File: config.mk
export PLATFORM = sky130hd
export DESIGN_NAME = tpu_tile_scheduler
export DESIGN_NICKNAME = d
export VERILOG_FILES = /design/src/rtl/tpu_tile_scheduler.sv
export SDC_FILE = /design/constraint.sdc
export NUM_CORES = 1
export LEC_CHECK = 0
export CORE_UTILIZATION = 60
export DETAILED_ROUTE_END_ITERATION = 16
export GPL_ROUTABILITY_DRIVEN = 0
export PLACE_DENSITY = 0.91
export SYNTH_ARGS = -nofsm -noshare
export SYNTH_HDL_FRONTEND = slang
export SYNTH_SLANG_ARGS = --single-unit
export TNS_END_PERCENT = 100
File: constraint.sdc
create_clock -name clk -period 9.1 [get_ports clk]
set_clock_uncertainty 0.15 [all_clocks]
set_input_delay 1.82 -clock clk [delete_from_list [all_inputs] [get_ports clk]]
set_output_delay 1.82 -clock clk [all_outputs]
set_load 0.005 [all_outputs]
File: src/rtl/tpu_tile_scheduler.sv
// Tile sequencer for a tiled GEMM on the systolic array: walks (m,n,k) tiles,
// derives SRAM base addresses and accumulate flags, and handshakes each tile.
module tpu_tile_scheduler #(
    parameter int unsigned ARRAY_SIZE     = 8,
    parameter int unsigned TILE_WORDS     = 2 * ARRAY_SIZE,
    parameter int unsigned ADDR_W         = 12,
    parameter int unsigned TIMEOUT_CYCLES = 1023
) (
    input  logic              clk,
    input  logic              arst,
    input  logic              cmd_valid,
    output logic              cmd_ready,
    input  logic [3:0]        cmd_m_m1,
    input  logic [3:0]        cmd_n_m1,
    input  logic [3:0]        cmd_k_m1,
    input  logic              abort,
    output logic              tpu_start,
    input  logic              tpu_done,
    output logic [3:0]        tile_m,
    output logic [3:0]        tile_n,
    output logic [3:0]        tile_k,
    output logic [ADDR_W-1:0] a_base_addr,
    output logic [ADDR_W-1:0] b_base_addr,
    output logic [ADDR_W-1:0] c_base_addr,
    output logic              acc_clear,
    output logic              acc_last,
    output logic              busy,
    output logic [12:0]       tiles_done_cnt,
    output logic              sched_done,
    output logic              sched_err
);

    typedef enum logic [2:0] {
        S_IDLE,
        S_SETUP,
        S_ISSUE,
        S_WAIT_DONE,
        S_ADVANCE,
        S_FINISH,
        S_ERR
    } state_t;

    state_t            state;
    logic [3:0]        m_m1;
    logic [3:0]        n_m1;
    logic [3:0]        k_m1;
    logic [15:0]       watchdog;
    logic [ADDR_W-1:0] a_next;
    logic [ADDR_W-1:0] b_next;
    logic [ADDR_W-1:0] c_next;
    logic              last_tile;
    logic              wd_expire;

    // Products are formed at 32 bits and only then truncated to the address width.
    always_comb begin
        a_next = ADDR_W'((32'(tile_m) * (32'(k_m1) + 32'd1) + 32'(tile_k)) * TILE_WORDS);
        b_next = ADDR_W'((32'(tile_k) * (32'(n_m1) + 32'd1) + 32'(tile_n)) * TILE_WORDS);
        c_next = ADDR_W'((32'(tile_m) * (32'(n_m1) + 32'd1) + 32'(tile_n)) * TILE_WORDS);
        last_tile = (tile_m == m_m1) && (tile_n == n_m1) && (tile_k == k_m1);
        wd_expire = (32'(watchdog) + 32'd1) >= (TIMEOUT_CYCLES - 32'd1);
    end

    assign cmd_ready  = (state == S_IDLE) || (state == S_ERR);
    assign busy       = !cmd_ready;
    assign tpu_start  = (state == S_ISSUE);
    assign sched_done = (state == S_FINISH);

    always_ff @(posedge clk or posedge arst) begin
        if (arst) begin
            state          <= S_IDLE;
            m_m1           <= '0;
            n_m1           <= '0;
            k_m1           <= '0;
            tile_m         <= '0;
            tile_n         <= '0;
            tile_k         <= '0;
            a_base_addr    <= '0;
            b_base_addr    <= '0;
            c_base_addr    <= '0;
            acc_clear      <= 1'b0;
            acc_last       <= 1'b0;
            tiles_done_cnt <= '0;
            sched_err      <= 1'b0;
            watchdog       <= '0;
        end else if (abort && state != S_IDLE) begin
            // Abort outranks done and timeout; counters and tile indices are kept.
            state     <= S_IDLE;
            sched_err <= 1'b0;
        end else begin
            case (state)
                S_IDLE, S_ERR: begin
                    if (cmd_valid) begin
                        m_m1           <= cmd_m_m1;
                        n_m1           <= cmd_n_m1;
                        k_m1           <= cmd_k_m1;
                        tile_m         <= '0;
                        tile_n         <= '0;
                        tile_k         <= '0;
                        tiles_done_cnt <= '0;
                        sched_err      <= 1'b0;
                        state          <= S_SETUP;
                    end
                end
                S_SETUP: begin
                    a_base_addr <= a_next;
                    b_base_addr <= b_next;
                    c_base_addr <= c_next;
                    acc_clear   <= (tile_k == 4'd0);
                    acc_last    <= (tile_k == k_m1);
                    state       <= S_ISSUE;
                end
                S_ISSUE: begin
                    watchdog <= '0;
                    state    <= S_WAIT_DONE;
                end
                S_WAIT_DONE: begin
                    if (tpu_done) begin
                        tiles_done_cnt <= tiles_done_cnt + 13'd1;
                        state          <= last_tile ? S_FINISH : S_ADVANCE;
                    end else if (wd_expire) begin
                        sched_err <= 1'b1;
                        state     <= S_ERR;
                    end else begin
                        watchdog <= watchdog + 16'd1;
                    end
                end
                S_ADVANCE: begin
                    // k innermost, then n, then m.
                    if (tile_k == k_m1) begin
                        tile_k <= '0;
                        if (tile_n == n_m1) begin
                            tile_n <= '0;
                            tile_m <= tile_m + 4'd1;
                        end else begin
                            tile_n <= tile_n + 4'd1;
                        end
                    end else begin
                        tile_k <= tile_k + 4'd1;
                    end
                    state <= S_SETUP;
                end
                S_FINISH: state <= S_IDLE;
                default:  state <= S_IDLE;
            endcase
        end
    end

endmodule

### Word level (Yosys, flattened, before mapping)

Index checks and enable logic that the tools add are counted.

| word-level totals | value |
|---|---|
| flip-flop bits (word level) | 83 |
| input port bits | 17 |
| output and inout port bits | 68 |
| word-level logic and storage cells | 98 |

| operators by class | value |
|---|---|
| add/sub/neg operators | 11 |
| multiply operators | 3 |
| magnitude comparators | 1 |
| equal/unequal tests | 19 |
| muxes and demuxes | 26 |
| bitwise logic cells | 1 |
| reductions and logical operators | 22 |

Operators with widths:

| cell | number |
|---|---|
| two-way mux 16 bit | 2 |
| one-hot mux 16 bit (2 select lines) | 1 |
| two-way mux 13 bit | 2 |
| one-hot mux 13 bit (2 select lines) | 1 |
| adder 8 x 4 -> 8 bit | 3 |
| multiplier 4 x 5 -> 8 bit | 3 |
| two-way mux 4 bit | 6 |
| one-hot mux 4 bit (2 select lines) | 3 |
| adder 16 x 1 -> 17 bit (second input constant) | 1 |
| greater-or-equal comparator 17 x 10 -> 1 bit (second input constant) | 1 |
| adder 16 x 1 -> 16 bit (second input constant) | 1 |
| AND reduction 4 bit | 4 |
| one-hot mux 3 bit (5 select lines) | 1 |
| adder 13 x 1 -> 13 bit (second input constant) | 1 |
| adder 4 x 1 -> 4 bit (second input constant) | 3 |
| == test 4 bit | 3 |
| two-way mux 3 bit | 4 |
| != test 2 bit (second input constant) | 6 |
| adder 4 x 1 -> 5 bit (second input constant) | 2 |
| == test 3 bit (second input constant) | 3 |
| != test 3 bit (second input constant) | 3 |
| == test 3 x 2 -> 1 bit (second input constant) | 2 |
| AND reduction 3 bit | 2 |
| nonzero test 2 bit | 3 |
| 14 further kinds | 22 |

### Depth between registers and ports, before layout

| logic depth | value |
|---|---|
| depth after elaboration | 7 |
| depth in mapped cells | 15 |
| gate-level depth less buffers | 15 |

### Least setup slack after synthesis

Ideal clock, no wire load.

| timing path | value |
|---|---|
| path kind | reg2reg |
| start point | register n_m1[0] |
| end point | register b_base_addr[11] |
| setup time | 0.133 ns |
| arrival time | 3.580 ns |
| data required time | 8.817 ns |
| slack | 5.237 ns |
| stages on the path, launching flop included | 15 |
| buffers on the path | 0 |
| period minus slack after synthesis | 3.863 ns |
| cell sequence | dfrtp_1 ha_1 xor2_1 nand2_1 fa_1 fa_1 fa_1 inv_1 ha_1 a21oi_1 o21bai_1 a21o_1 a21oi_1 xnor2_1 o21ai_0 |

| between the ends | value |
|---|---|
| cells in the longest elaborated chain, start to end | 3 |

RTL lines:

| item | RTL line | source |
|---|---|---|
| start: declaration | 45 | `logic [3:0] n_m1;` |
| start signal: assignment | 94 | `n_m1 <= cmd_n_m1;` |
| adder 4 x 1 -> 5 bit | 57 | `b_next = ADDR_W'((32'(tile_k) * (32'(n_m1) + 32'd1) + 32'(tile_n)) * TILE_WORDS);` |
| multiplier 4 x 5 -> 8 bit | 57 |  |
| adder 8 x 4 -> 8 bit | 57 |  |
| end signal: assignment | 106 | `b_base_addr <= b_next;` |
| end: declaration | 23 | `output logic [ADDR_W-1:0] b_base_addr,` |

Every way passes these cells.
A chain may end at the register's enable or synchronous reset.

### Worst setup path after layout

Ends and elaborated chain as after synthesis.

==> qor.yml <==
setup_path:
  cp_slowest_cell: "dfrtp_1"
  critPathMaxFanout: 12
  crit_required_ns: 9.19
  critPathMaxStageDelay_ns: 0.57
  worstReg2RegStart: "n_m1[0]"
  worstRegToRegCells: 14
  timing.critical_path.mode_cell: "fa_1"
  worstPathCellList: "ha_1 > xor2_1 > nand2_1 > fa_1 > fa_1 > fa_1 > inv_1 > ha_1 > a21oi_1 > o21bai_1 > a21o_1 > a21oi_1 > xnor2_1 > o21ai_0"
  startpoint_type: "flop"
  critPathTopFamily: "adder cells"
  regToRegSetupSlack_ns: 4.75
  cp_data_arrival_time_ns: 4.44
  critPathCaptureType: "flop"
  crit_buf_inv: 1
  cp.depth: 14
  path_class: "flop to flop"
  reg2reg_to: "b_base_addr[11]"
clocking:
  htreeDepth: 3
  holdBufCountCts: 0
  cts_tree: "built"
  cts.sinks: 83
  post-cts-setup-buffers: 0
  clkTransAtPathRegs_ns: 0.09
  numCtsBuffers: 9
  ctsResizeCount: 0
  cts.root.buffer_cell: "clkbuf_8"
  clockBufferDepth: 2
  clk_latency_ns: 0.37
synthesis:
  syn_inst: 657
  synth_cell_type_count: 54
  yosys_register_bits: 83
  synth_top_area_cell: "dfrtp_1"
  synth_warnings: 0
  netlist_top_cells_area: "dfrtp_1 33%, ha_1 12%, fa_1 7.7%"
  synth-edff-count: 0
  synth_area_mm2: 0.00625
  async_reset_ff_share_pct: 100
  synth_top_flop_cell: "dfrtp_1"
  syn_area_per_cell_um2: 9.51
  yosysSeqAreaShare_pct: 33.2
  synth.top_cell.area_share_pct: 33.2
min_path:
  hold_end: "b_base_addr[7]"
  hp-class: "flop to flop"
  min_path_cells: 2
  min-delay-start: "b_base_addr[7]"
floorplanning:
  coreArea_mm2: 0.00995
  rows: 36
  die_area_mm2: 0.0108
  start_util_pct: 62.8
  ioPinCount: 85
  die_x_um: 104
  die_h_um: 104
power_and_ir_drop:
  p_switching_mw: 0.444
  p_int_mw: 0.756
  clock_power_share_pct: 25.3
  p_comb_share_pct: 32.0
  pwr-share-seq_pct: 42.6
  worst_ir_drop_vdd_mv: 0.127
  p_sw_share_pct: 37.0
  power.density_mw_per_mm2: 167
  leakagePower_nw: 3.47
placed_design:
  dp_cells: 835
  portBuffers: 72
  dp_hpwl_um: 10200
timing:
  maxSlewHeadroom_pct: 31.7
  setup_tns_ns: 0
  finalSetupViolCount: 0
  hold_viol: 0
  holdWs_ns: 0.336
  grt_setup_unrepaired: "false"
  fmax_ghz: 0.230
  drv_slew: 0
  layout_min_cycle_time_ns: 4.35
  final.period_utilization_pct: 47.8
  worst_pin_slew_ns: 1.02
global_route:
  grt_pass1_vias: 4932
  antenna_found_initial: 0
  grt_pass1_wl_um: 23400
  grt_max_degree: 84
  grt_usage_pct: 27.0
  overflow: 0
detailed_routing:
  drt_first_iter_violations: 338
  ant_nets: 0
  drt-vias-per-instance: 5.79
  drc: 0
  drtPass1Iterations: 5
  wire_per_inst_um: 16.3
  wl_um: 13900
  vias: 4930
cells_and_area:
  fillCellCount: 728
  finish.utilization_pct: 72.3
  nNetsFinal: 814
  diodes: 0
  drive_gt1_share_pct: 7.24
  seq_area_mm2: 0.00208
  area_growth_pct: 15.2
  multi_input_area_mm2: 0.00382
  instances_no_fill: 851
run:
  maxCapViolCount: 0
outcome:
  run_status: "complete, no violations"
-- metrics by stage --
stage	instance area [um2]	worst slack, ns	power, mW
2_1_floorplan	6290	4.99	0.760
3_3_place_gp	6980	4.94	0.866
3_5_place_dp	6980	4.76	0.891
4_1_cts	7200	4.74	1.20
5_1_grt	7200	4.47	1.27
6_report	7200	4.75	1.20
-- sequential cells by signal, summed over array words and instances, names as in the netlist, 8 cells and up --
| signal | count |
|---|---|
| watchdog | 16 |
| tiles_done_cnt | 13 |
| a_base_addr | 8 |
| b_base_addr | 8 |
| c_base_addr | 8 |
-- synthesized netlist by cell type (2+ instances only) --
cell type  instances
ha_1              60
a32oi_1            2
a31oi_1            2
and4_1             2
nand4_1           11
inv_1             44
xor2_1            29
a21bo_2            2
dfrtp_1           83
nand2b_1           9
nand3_1           16
o22a_1             6
nand2_1           51
o21ai_1            2
a21o_1             7
nor2b_1           15
or3_1              6
and2b_1            2
mux2_2            23
nor2_2             2
buf_6              2
nor2_1            41
buf_4             12
a21oi_1           18
nor4_1             7
o21ai_0           42
and3_1             6
fa_1              24
clkbuf_1          18
buf_2              9
a22o_1             2
nand4b_1           2
and2_1            36
o31ai_1            4
nor3_1            13
o21bai_1           5
xnor2_1           25
-- layer usage --
metal	GRT usage, %	vias to the layer above	part of all wire (%)
met3	3.95	47	5.9
met1	33.6	2358	41
met5	0	-	0
met4	10.1	0	2.8
met2	47.4	212	50
li1	-	2313	-
-- how the worst max path moves through the flow --
stage / from / to
finish: n_m1[0] / b_base_addr[11]
global route: n_m1[0] / c_base_addr[10]
detailed placement: n_m1[0] / b_base_addr[11]
floorplan: arst / a_base_addr[10]
CTS: n_m1[0] / b_base_addr[11]
global placement: n_m1[0] / b_base_addr[11]
-- cells by family (layout without fill, tap and decap cells) --
family | after synthesis | in the layout | synth area share, %
AND/OR/NAND/NOR | 228 | 228 | 19.1
other | 1 | 12 | 0.0600
XOR/XNOR | 54 | 54 | 7.57
multiplexers | 24 | 24 | 4.31
AO/OA/AOI/OAI | 98 | 98 | 9.73
adder cells (fa/ha/maj) | 84 | 84 | 19.7
buffers and inverters | 85 | 135 | 6.25
flip-flops | 83 | 83 | 33.2
-- layout make-up --
class,instances,share of cell area (%)
Clock inverter,7,1.37
Multi-Input combinational cell,500,53.1
Tap cell,133,2.31
Sequential cell,83,28.9
Inverter,44,2.31
Timing Repair Buffer,75,10.3
Clock buffer,9,1.72
-- layout by cell type (no fill, tap or decap), types with 7 or more instances in the layout --
cell type and instances:
a21o_1 7, a21oi_1 18, and2_1 36, clkbuf_8 9, clkdlybuf4s50_1 72, conb_1 12
dfrtp_1 83, fa_1 24, ha_1 60, inv_1 43, mux2_2 23, nand2_1 51
nand2b_1 9, nand3_1 16, nand4_1 11, nor2_1 41, nor2b_1 15, nor3_1 13
nor4_1 7, o21ai_0 42, xnor2_1 25, xor2_1 29
-- tightest hold or removal path, stage by stage, from the launching register on --
cell	delay [ns]
dfrtp_1	0.35
nand2_1	0.05
o21ai_0	0.06
-- power by group through the flow --
| stage | Sequential (mW) | Clock [mW] | Combinational (mW) |
|---|---|---|---|
| 2_1_floorplan | 0.476 | 0 | 0.284 |
| 3_5_place_dp | 0.516 | 0 | 0.375 |
| 5_1_grt | 0.523 | 0.321 | 0.423 |
| 4_1_cts | 0.509 | 0.308 | 0.383 |
| 3_3_place_gp | 0.509 | 0 | 0.357 |
| 6_report | 0.512 | 0.304 | 0.385 |
Power figures use the tool's default switching activity.
